==> src/rtl/axi4_arb_pkg.sv <==
// ---------------------------------------------------------------------------
// axi4_arb_pkg
//   Shared types and constants for the AXI4 command arbiter.
//   - arb_state_t : arbiter FSM states (IDLE, ISSUE, WAIT)
//   - BURST_*     : AXI burst-type encodings driven on m_burst_type
//   - RW_*        : command direction encodings (0 = write, 1 = read)
// ---------------------------------------------------------------------------
package axi4_arb_pkg;

    typedef enum logic [1:0] {
        IDLE  = 2'd0,
        ISSUE = 2'd1,
        WAIT  = 2'd2
    } arb_state_t;

    localparam logic [1:0] BURST_FIXED = 2'b00;
    localparam logic [1:0] BURST_INCR  = 2'b01;
    localparam logic [1:0] BURST_WRAP  = 2'b10;

    localparam logic RW_WRITE = 1'b0;
    localparam logic RW_READ  = 1'b1;

endpackage

==> src/rtl/rr_pick.sv <==
// ---------------------------------------------------------------------------
// rr_pick
//   Purely combinational round-robin picker. Searches req starting at index
//   ptr and moving upward modulo NUM_REQ; the first set bit wins.
//
//   Ports:
//     req       in  NUM_REQ  request vector
//     ptr       in  IDX_W    search start index (must be < NUM_REQ)
//     grant     out NUM_REQ  one-hot winner (all zero when nothing requests)
//     grant_idx out IDX_W    binary index of the winner (0 when none)
//     found     out 1        at least one request present
// ---------------------------------------------------------------------------
module rr_pick #(
    parameter  int NUM_REQ = 4,
    localparam int IDX_W   = $clog2(NUM_REQ)
) (
    input  logic [NUM_REQ-1:0] req,
    input  logic [IDX_W-1:0]   ptr,
    output logic [NUM_REQ-1:0] grant,
    output logic [IDX_W-1:0]   grant_idx,
    output logic               found
);

    // One extra bit so ptr + offset cannot overflow before the wrap.
    localparam logic [IDX_W:0] NUM_REQ_W = (IDX_W+1)'(NUM_REQ);

    logic [IDX_W-1:0]   cand_idx [NUM_REQ];
    logic [NUM_REQ-1:0] cand_hit;

    // cand_idx[k] is the requester examined at search position k, i.e.
    // (ptr + k) mod NUM_REQ. Works for non-power-of-two NUM_REQ.
    genvar gi;
    generate
        for (gi = 0; gi < NUM_REQ; gi++) begin : g_cand
            logic [IDX_W:0] sum;
            assign sum          = {1'b0, ptr} + (IDX_W+1)'(gi);
            assign cand_idx[gi] = (sum >= NUM_REQ_W) ? IDX_W'(sum - NUM_REQ_W)
                                                     : sum[IDX_W-1:0];
            assign cand_hit[gi] = req[cand_idx[gi]];
        end
    endgenerate

    // Scan from the far end back toward position 0 so the closest hit to
    // ptr is the last assignment and therefore wins.
    always_comb begin
        grant_idx = '0;
        found     = 1'b0;
        for (int k = NUM_REQ - 1; k >= 0; k--) begin
            if (cand_hit[k]) begin
                grant_idx = cand_idx[k];
                found     = 1'b1;
            end
        end
    end

    generate
        for (gi = 0; gi < NUM_REQ; gi++) begin : g_onehot
            assign grant[gi] = found && (grant_idx == IDX_W'(gi));
        end
    endgenerate

endmodule

==> src/rtl/axi4_cmd_arbiter.sv <==
// ---------------------------------------------------------------------------
// axi4_cmd_arbiter
//   Round-robin arbiter sharing the single command port of axi4_master_fsm
//   between NUM_REQ requesters. One transaction is outstanding at a time:
//   accept a command (IDLE), pulse m_start (ISSUE), then snoop the AXI
//   response channels for completion (WAIT) and pulse done to the owner.
//
//   Optional feature macro: AXI_ARB_TIMEOUT_EN
//     When defined, a watchdog aborts WAIT after TIMEOUT_CYCLES cycles with
//     no completion, pulsing timeout together with done. When undefined,
//     timeout is tied low and WAIT holds until the response arrives.
//
//   Ports:
//     clk, rst_n        clock (rising edge), asynchronous active-low reset
//     req_valid/ready   per-requester command handshake (ready one-hot/zero)
//     req_addr          flattened addresses, requester i at [i*ADDR_WIDTH +: ADDR_WIDTH]
//     req_burst         flattened 2-bit burst types, requester i at [i*2 +: 2]
//     req_rw            per-requester direction (0 write, 1 read)
//     done              one-cycle completion pulse to the granted requester
//     timeout           one-cycle watchdog pulse
//     m_start           one-cycle start pulse to the master
//     m_addr/m_burst_type/m_rw  registered command fields to the master
//     bvalid, bready    snooped write-response handshake
//     rvalid, rready, rlast     snooped read-data handshake
//     busy              high in ISSUE and WAIT
//     grant_id          index of the current or last granted requester
// ---------------------------------------------------------------------------
module axi4_cmd_arbiter
    import axi4_arb_pkg::*;
#(
    parameter  int ADDR_WIDTH     = 32,
    parameter  int NUM_REQ        = 4,
    parameter  int TIMEOUT_CYCLES = 1024,
    localparam int IDX_W          = $clog2(NUM_REQ)
) (
    input  logic                          clk,
    input  logic                          rst_n,
    input  logic [NUM_REQ-1:0]            req_valid,
    output logic [NUM_REQ-1:0]            req_ready,
    input  logic [NUM_REQ*ADDR_WIDTH-1:0] req_addr,
    input  logic [NUM_REQ*2-1:0]          req_burst,
    input  logic [NUM_REQ-1:0]            req_rw,
    output logic [NUM_REQ-1:0]            done,
    output logic                          timeout,
    output logic                          m_start,
    output logic [ADDR_WIDTH-1:0]         m_addr,
    output logic [1:0]                    m_burst_type,
    output logic                          m_rw,
    input  logic                          bvalid,
    input  logic                          bready,
    input  logic                          rvalid,
    input  logic                          rready,
    input  logic                          rlast,
    output logic                          busy,
    output logic [IDX_W-1:0]              grant_id
);

    localparam logic [IDX_W:0] NUM_REQ_W = (IDX_W+1)'(NUM_REQ);

    // -----------------------------------------------------------------
    // State and command registers
    // -----------------------------------------------------------------
    arb_state_t             state_reg,    state_next;
    logic [IDX_W-1:0]       rr_ptr_reg,   rr_ptr_next;
    logic [IDX_W-1:0]       grant_id_reg, grant_id_next;
    logic [ADDR_WIDTH-1:0]  addr_reg,     addr_next;
    logic [1:0]             burst_reg,    burst_next;
    logic                   rw_reg,       rw_next;
    logic [NUM_REQ-1:0]     done_reg,     done_next;

    // -----------------------------------------------------------------
    // Unflattened request fields
    // -----------------------------------------------------------------
    logic [ADDR_WIDTH-1:0]  req_addr_arr  [NUM_REQ];
    logic [1:0]             req_burst_arr [NUM_REQ];

    genvar gi;
    generate
        for (gi = 0; gi < NUM_REQ; gi++) begin : g_unpack
            assign req_addr_arr[gi]  = req_addr[gi*ADDR_WIDTH +: ADDR_WIDTH];
            assign req_burst_arr[gi] = req_burst[gi*2 +: 2];
        end
    endgenerate

    // -----------------------------------------------------------------
    // Round-robin pick
    // -----------------------------------------------------------------
    logic [NUM_REQ-1:0] pick_grant;
    logic [IDX_W-1:0]   pick_idx;
    logic               pick_found;

    rr_pick #(
        .NUM_REQ (NUM_REQ)
    ) u_rr_pick (
        .req       (req_valid),
        .ptr       (rr_ptr_reg),
        .grant     (pick_grant),
        .grant_idx (pick_idx),
        .found     (pick_found)
    );

    // The picker only grants a requester whose valid is high, so offering
    // ready to the winner while in IDLE is itself the handshake.
    logic accept;
    assign accept    = (state_reg == IDLE) && pick_found;
    assign req_ready = accept ? pick_grant : '0;

    // -----------------------------------------------------------------
    // Completion detection: only the response channel matching the
    // latched direction counts; the other channel is ignored.
    // -----------------------------------------------------------------
    logic rsp_event;
    logic complete;
    logic expire;
    logic finish;

    assign rsp_event = (rw_reg == RW_READ) ? (rvalid & rready & rlast)
                                           : (bvalid & bready);
    assign complete  = (state_reg == WAIT) && rsp_event;
    assign finish    = complete || expire;

    // (grant_id + 1) mod NUM_REQ, so the last winner becomes lowest priority.
    logic [IDX_W:0]   ptr_sum;
    logic [IDX_W-1:0] ptr_after_grant;
    assign ptr_sum         = {1'b0, grant_id_reg} + (IDX_W+1)'(1);
    assign ptr_after_grant = (ptr_sum >= NUM_REQ_W) ? '0 : ptr_sum[IDX_W-1:0];

    generate
        for (gi = 0; gi < NUM_REQ; gi++) begin : g_done
            assign done_next[gi] = finish && (grant_id_reg == IDX_W'(gi));
        end
    endgenerate

    // -----------------------------------------------------------------
    // Watchdog
    // -----------------------------------------------------------------
`ifdef AXI_ARB_TIMEOUT_EN
    localparam int CNT_W = $clog2(TIMEOUT_CYCLES + 1);

    logic [CNT_W-1:0] wd_cnt_reg, wd_cnt_next;
    logic             timeout_reg, timeout_next;

    // Counter is zero in the first WAIT cycle and counts WAIT cycles. The
    // cycle in which it holds TIMEOUT_CYCLES-1 is the last WAIT cycle; at
    // that edge it reaches TIMEOUT_CYCLES and the watchdog fires. A real
    // completion on the same edge wins and suppresses the timeout flag.
    assign wd_cnt_next  = (state_reg == WAIT) ? wd_cnt_reg + CNT_W'(1) : '0;
    assign expire       = (state_reg == WAIT) && !rsp_event &&
                          (wd_cnt_reg == CNT_W'(TIMEOUT_CYCLES - 1));
    assign timeout_next = expire;

    always_ff @(posedge clk or negedge rst_n) begin
        if (!rst_n) begin
            wd_cnt_reg  <= '0;
            timeout_reg <= 1'b0;
        end else begin
            wd_cnt_reg  <= wd_cnt_next;
            timeout_reg <= timeout_next;
        end
    end

    assign timeout = timeout_reg;
`else
    assign expire  = 1'b0;
    assign timeout = 1'b0;
`endif

    // -----------------------------------------------------------------
    // Next-state logic
    // -----------------------------------------------------------------
    always_comb begin
        state_next    = state_reg;
        rr_ptr_next   = rr_ptr_reg;
        grant_id_next = grant_id_reg;
        addr_next     = addr_reg;
        burst_next    = burst_reg;
        rw_next       = rw_reg;

        case (state_reg)
            IDLE: begin
                if (accept) begin
                    grant_id_next = pick_idx;
                    addr_next     = req_addr_arr[pick_idx];
                    burst_next    = req_burst_arr[pick_idx];
                    rw_next       = req_rw[pick_idx];
                    state_next    = ISSUE;
                end
            end
            ISSUE: begin
                state_next = WAIT;
            end
            WAIT: begin
                if (finish) begin
                    rr_ptr_next = ptr_after_grant;
                    state_next  = IDLE;
                end
            end
            default: begin
                state_next = IDLE;
            end
        endcase
    end

    // -----------------------------------------------------------------
    // State register
    // -----------------------------------------------------------------
    always_ff @(posedge clk or negedge rst_n) begin
        if (!rst_n) begin
            state_reg    <= IDLE;
            rr_ptr_reg   <= '0;
            grant_id_reg <= '0;
            addr_reg     <= '0;
            burst_reg    <= '0;
            rw_reg       <= 1'b0;
            done_reg     <= '0;
        end else begin
            state_reg    <= state_next;
            rr_ptr_reg   <= rr_ptr_next;
            grant_id_reg <= grant_id_next;
            addr_reg     <= addr_next;
            burst_reg    <= burst_next;
            rw_reg       <= rw_next;
            done_reg     <= done_next;
        end
    end

    // -----------------------------------------------------------------
    // Outputs
    // -----------------------------------------------------------------
    assign m_start      = (state_reg == ISSUE);
    assign busy         = (state_reg != IDLE);
    assign m_addr       = addr_reg;
    assign m_burst_type = burst_reg;
    assign m_rw         = rw_reg;
    assign grant_id     = grant_id_reg;
    assign done         = done_reg;

endmodule

==> config.mk <==
export PLATFORM = sky130hd
export DESIGN_NAME = axi4_cmd_arbiter
export DESIGN_NICKNAME = d
export VERILOG_FILES = /design/src/rtl/axi4_arb_pkg.sv /design/src/rtl/rr_pick.sv /design/src/rtl/axi4_cmd_arbiter.sv
export SDC_FILE = /design/constraint.sdc
export NUM_CORES = 1
export LEC_CHECK = 0
export ABC_AREA = 1
export CORE_MARGIN = 2
export CORE_UTILIZATION = 30
export DETAILED_ROUTE_END_ITERATION = 10
export SYNTH_ARGS = -nofsm -noshare
export SYNTH_HDL_FRONTEND = slang
export SYNTH_SLANG_ARGS = --single-unit
==> constraint.sdc <==
create_clock -name clk -period 5.4 [get_ports clk]
set_input_delay 0.54 -clock clk [delete_from_list [all_inputs] [get_ports clk]]
set_output_delay 0.54 -clock clk [all_outputs]
set_load 0.1 [all_outputs]
==> flow_summary.toml, run 1 <==
[floorplan]
floorplan.initialDensity = 0.308
fp.coreArea_sq_um = 12000
ios = 199
fp.dieH_um = 115
placement_rows = 40
dieArea_sq_um = 13200
horizontal_die_dimension_um = 115

[detailed_routing]
route.detailed.drc = 0
vias = 4101
avgRoutedWirePerCell_um = 12.7
route.antenna.remaining_nets = 0
first_iter_violations = 127
drt-pass1-iter-count = 5
routed_wl_um = 11600
vias_per_cell = 4.48

[logic_synthesis]
synth_nets = 750
ys_async_rst_share = 1.00
synth_cells = 595
synth-edff-count = 0
yosys_most_used_dff = "sky130_fd_sc_hd__dfrtp_1"
synthDominantCellAreaShare = 0.304
synth.area.top_cells = "sky130_fd_sc_hd__dfrtp_1, sky130_fd_sc_hd__nand2_1, sky130_fd_sc_hd__nand3_1"
yosysSeqAreaShare = 0.304
yosysWarningCount = 0
leading_cell_type_by_number_of_instances_after_synthesis = "sky130_fd_sc_hd__nand2_1"
syn-cell-area_sq_um = 3700
synth_commonest_cells = "sky130_fd_sc_hd__nand2_1, sky130_fd_sc_hd__nand3_1, sky130_fd_sc_hd__inv_1"
synthDistinctLibCells = 29
avgSynthCellArea_sq_um = 6.22
ys_ff_latch = 45
synth_top_cell_by_area = "sky130_fd_sc_hd__dfrtp_1"

[critical_path]
rr_startpoint = "rr_ptr_reg[0]"
worst-path-max-fanout = 105
worst_ep_required_time_ns = 4.86
timing.critical_path.to = "req_ready[1]"
worst_reg_to_reg_path_cell_count = 13
crit_path_dat_ns = 3.69
worst_setup_path_end_kind = "output port"
worst_r2r_endpoint = "m_addr[15]"
reg2reg_setup_slack_ns = 2.09
startpoint_type = "flip-flop"
crit_start = "rr_ptr_reg[0]"
timing_worst_setup_path_type = "flip-flop to output port"

[sta]
rsz0062_at_grt = "false"
fin_setup_tns_ns = 0
worst_slew_slack_as_a_fraction_of_its_limit = 0.295
final-max-slew-violation-count = 0
layout_worst_path_cycle_share = 0.784
clock_period_minus_worst_slack_ns = 4.23
layout_setup_ws_ns = 1.17
worst_clock_skew_ns = 0.00471
setup_viol_count_final = 0
worstMarginPinSlew_ns = 1.06
report.final.hold_viol_count = 0
clock.fmax_mhz = 236

[grt]
grt_first_pass_wirelength_um = 18500
maximum_number_of_pins_on_one_net_before_global_route_repair = 106
globalRouteOverflowTotal = 0
grt_antenna_before_repair = 0
global_route.usage.total = 0.172
grt_pass1_vias = 4006

[clock_network]
cts_resized = 0
cts_tree = "done"
cts.htree.levels = 2
tritoncts_num_sinks = 45
clock_tree.root_cell = "sky130_fd_sc_hd__clkbuf_16"
clock_insertion_delay_worst_skew_ns = 0.29
cts_made_buffers = 5
post_cts_setup_buffers = 0
clk_pin_slew_worst_paths_ns = 0.06
cts_hold_buf = 0
clk_path_buf_depth = 2

[placement]
place_worst_setup_slack_ns = 1.23
gp_routability_congestion = 0.831
place.port_buffers = 197
place_hpwl_um = 8720

[job]
timing.max_cap.violations = 0

[cells_and_area]
largest_register_ffs = 32
nNetsFinal = 922
layout_cell_share_with_drive_strength_beyond_1 = 0.0573
syn_to_final_growth_pct = 56.0
num_antenna_cells = 0

[hold_path]
hold_class = "input port to async pin"

[run_status]
run_status = "complete, no violations"
==> worst min path at each step <==
stage / to / cells after the start
floorplan: done[0] / 0
global placement: m_addr[7] / 2
detailed placement: m_addr[7] / 2
CTS: done[0] / 1
global route: m_addr[23] / 2
finish: done[0] / 1
==> placed cells by master, fill, tap and decap left out, types with 2 or more instances in the layout <==
master / netlist / layout
sky130_fd_sc_hd__nand2_1: 186 / 186
sky130_fd_sc_hd__inv_2: 4 / 4
sky130_fd_sc_hd__or2_1: 22 / 22
sky130_fd_sc_hd__nand3_2: 2 / 2
sky130_fd_sc_hd__o21ai_0: 5 / 5
sky130_fd_sc_hd__nor2_2: 2 / 2
sky130_fd_sc_hd__inv_1: 126 / 126
sky130_fd_sc_hd__clkbuf_8: 0 / 2
sky130_fd_sc_hd__dfrtp_1: 45 / 45
sky130_fd_sc_hd__clkdlybuf4s50_1: 0 / 192
sky130_fd_sc_hd__nor3_1: 2 / 2
sky130_fd_sc_hd__o21ai_2: 4 / 4
sky130_fd_sc_hd__nor2_1: 10 / 10
sky130_fd_sc_hd__buf_4: 8 / 5
sky130_fd_sc_hd__or2_2: 10 / 10
sky130_fd_sc_hd__clkbuf_16: 0 / 5
sky130_fd_sc_hd__nand3_1: 128 / 128
sky130_fd_sc_hd__nand2_2: 3 / 3
sky130_fd_sc_hd__ha_1: 4 / 4
==> kinds of logic after synthesis <==
logic type / synth area share
other cells: 0.00101
compound gates: 0.0281
buf+inv: 0.195
flops: 0.304
xor+xnor: 0.00237
fa+ha+maj: 0.0135
simple gates: 0.456
==> critical path, stage by stage, from the launching register on <==
cell                      delay (ns)
sky130_fd_sc_hd__dfrtp_1        0.64
sky130_fd_sc_hd__inv_1          0.17
sky130_fd_sc_hd__nand2_1        0.13
sky130_fd_sc_hd__nand2_1        0.05
sky130_fd_sc_hd__inv_1          0.06
sky130_fd_sc_hd__nand2_1        0.07
sky130_fd_sc_hd__nand2_1        0.09
sky130_fd_sc_hd__inv_2          0.04
sky130_fd_sc_hd__nand2_1        0.07
sky130_fd_sc_hd__nand2_2        0.42
sky130_fd_sc_hd__nand2_4        0.90
sky130_fd_sc_hd__nand2_1        0.22
sky130_fd_sc_hd__nor2_1         0.17
sky130_fd_sc_hd__buf_4          0.31
==> stage by stage <==
step	area (sq um)	cells	utilization	hold slack, ns
final	5770	915	0.481	0.429
after global routing	5770	915	0.481	0.499
after CTS	5770	915	0.481	0.486
after detailed placement	5620	907	0.468	0.468
after global placement	5620	907	0.468	0.464
after floorplan	3700	595	-	0.244
==> cell type report <==
cell class                 count  area (sq um)
inverter                     130           488
tap                          147           184
multi-input combinational    387          1850
sequential                    45          1130
clock buffer                   7           153
fill                        1229          6240
timing repair buffer         198          1960
clock inverter                 1          5.00
==> layer usage <==
layer,vias to the layer above,routed length [um],track usage
li1,2119,-,-
met1,1792,4990,0.203
met2,171,5490,0.312
met3,19,970,0.0411
met4,0,167,0.0490
met5,-,0,0
Power of run 1 is left out: the tool's default activity adds up to more than one toggle a clock period on the data nets, which glitch-free logic cannot reach.
==> run 2, diff against run 1 <==
==> constraint.sdc (replaced) <==
create_clock -name clk -period 4.4 [get_ports clk]
set_input_delay 0.44 -clock clk [delete_from_list [all_inputs] [get_ports clk]]
set_output_delay 0.44 -clock clk [all_outputs]
set_load 0.1 [all_outputs]
==> flow_summary.toml, run 2 (same netlist as run 1, synthesis figures left out) <==
[cells_and_area]
layout_cell_share_with_drive_strength_beyond_1 = 0.0635
mostFrequentLayoutCell = "sky130_fd_sc_hd__clkdlybuf4s50_1"
mostFrequentLayoutCells = "sky130_fd_sc_hd__clkdlybuf4s50_1, sky130_fd_sc_hd__nand2_1, sky130_fd_sc_hd__nand3_1"
num_antenna_cells = 0
nNetsFinal = 926
nFillCells = 1248
final-seq-area_sq_um = 1130
multi_input_area_sq_um = 1860
syn_to_final_growth_pct = 58.3
fin_area_sq_um = 5860
largest_register_ffs = 32

[hold_path]
hold_class = "input port to async pin"

[sta]
rsz0062_at_grt = "false"
worstMarginPinSlew_ns = 1.05
layout_worst_path_cycle_share = 0.797
final-max-slew-violation-count = 0
clock_period_minus_worst_slack_ns = 3.50
worst_slew_slack_as_a_fraction_of_its_limit = 0.302
setup_viol_count_final = 0
fin_setup_tns_ns = 0
clock.fmax_mhz = 285
worst_clock_skew_ns = 0.00426
layout_setup_ws_ns = 0.895
report.final.hold_viol_count = 0

[run_status]
run_status = "complete, no violations"

[detailed_routing]
avgRoutedWirePerCell_um = 12.9
drt-pass1-iter-count = 5
vias_per_cell = 4.51
route.antenna.remaining_nets = 0
first_iter_violations = 152
route.detailed.drc = 0
vias = 4141
routed_wl_um = 11900

[placement]
placed_area_sq_um = 5700
place.port_buffers = 197
place_hpwl_um = 8950
place_worst_setup_slack_ns = 1.05
gp_routability_congestion = 0.886

[critical_path]
worst_ep_required_time_ns = 3.96
rr_startpoint = "rr_ptr_reg[0]"
crit_path_dat_ns = 3.06
worst-path-max-fanout = 73
worst_reg_to_reg_path_cell_count = 17
startpoint_type = "flip-flop"
timing_worst_setup_path_type = "flip-flop to output port"
crit_start = "rr_ptr_reg[0]"
worst_setup_path_end_kind = "output port"

[clock_network]
cts.htree.levels = 2
cts_tree = "done"
cts_hold_buf = 0
clock_insertion_delay_worst_skew_ns = 0.29
post_cts_setup_buffers = 0
clk_pin_slew_worst_paths_ns = 0.06
clock_tree.root_cell = "sky130_fd_sc_hd__clkbuf_16"
tritoncts_num_sinks = 45
clk_path_buf_depth = 2
cts_made_buffers = 5
cts_resized = 0

[grt]
globalRouteOverflowTotal = 0
grt_first_pass_wirelength_um = 18800
grt_pass1_vias = 4033
maximum_number_of_pins_on_one_net_before_global_route_repair = 74
global_route.usage.total = 0.176
grt_antenna_before_repair = 0

[floorplan]
floorplan.initialDensity = 0.308
placement_rows = 40
horizontal_die_dimension_um = 115
dieArea_sq_um = 13200
fp.dieH_um = 115
ios = 199
fp.coreArea_sq_um = 12000

[job]
timing.max_cap.violations = 0
-- run 2: cell types whose count changed in the layout (fill, tap and decap cells not counted), sizes merged --
cell / change
buf: +4
-- run 2: through the flow --
step,cells,utilization,hold slack [ns]
after floorplan,595,-,0.144
after global placement,911,0.475,0.464
after detailed placement,911,0.475,0.465
after CTS,919,0.488,0.388
after global routing,919,0.488,0.435
final,919,0.488,0.340
-- run 2: layout make-up --
class                   count  share of cell area
multi-input cells         387               0.317
clock inverters             1            0.000854
well taps                 147              0.0314
inverters                 130              0.0833
repair buffers            202               0.349
flip-flops and latches     45               0.192
clock buffers               7              0.0261
-- run 2: worst paths after layout --
check,endpoint,slack (ns)
worst min register to register,m_addr[29],0.48
worst max-delay path,req_ready[3],0.90
max in group asynchronous,m_addr[30],3.41
min in group clk,m_addr[29],0.48
worst max register to register,m_addr[21],1.30
worst min-delay path,m_addr[13],0.34
-- run 2: routing by layer --
layer	global-route usage	share of wire	vias to the layer above
li1	-	-	2126
met1	0.220	0.43	1848
met2	0.307	0.47	158
met3	0.0438	0.082	9
met4	0.0394	0.0093	0
met5	0	0	-
-- run 2: critical path: stages (launching register included) --
cell	delay, ns
sky130_fd_sc_hd__dfrtp_1	0.65
sky130_fd_sc_hd__inv_1	0.17
sky130_fd_sc_hd__nand2_1	0.12
sky130_fd_sc_hd__nand2_1	0.05
sky130_fd_sc_hd__inv_1	0.07
sky130_fd_sc_hd__nand2_1	0.07
sky130_fd_sc_hd__nand2_1	0.08
sky130_fd_sc_hd__inv_2	0.04
sky130_fd_sc_hd__nand2_1	0.07
sky130_fd_sc_hd__nand2_2	0.04
sky130_fd_sc_hd__buf_4	0.27
sky130_fd_sc_hd__nand2_4	0.50
sky130_fd_sc_hd__nand2_1	0.19
sky130_fd_sc_hd__nor2_1	0.22
sky130_fd_sc_hd__buf_12	0.21
Power of run 2 is left out for the same reason.
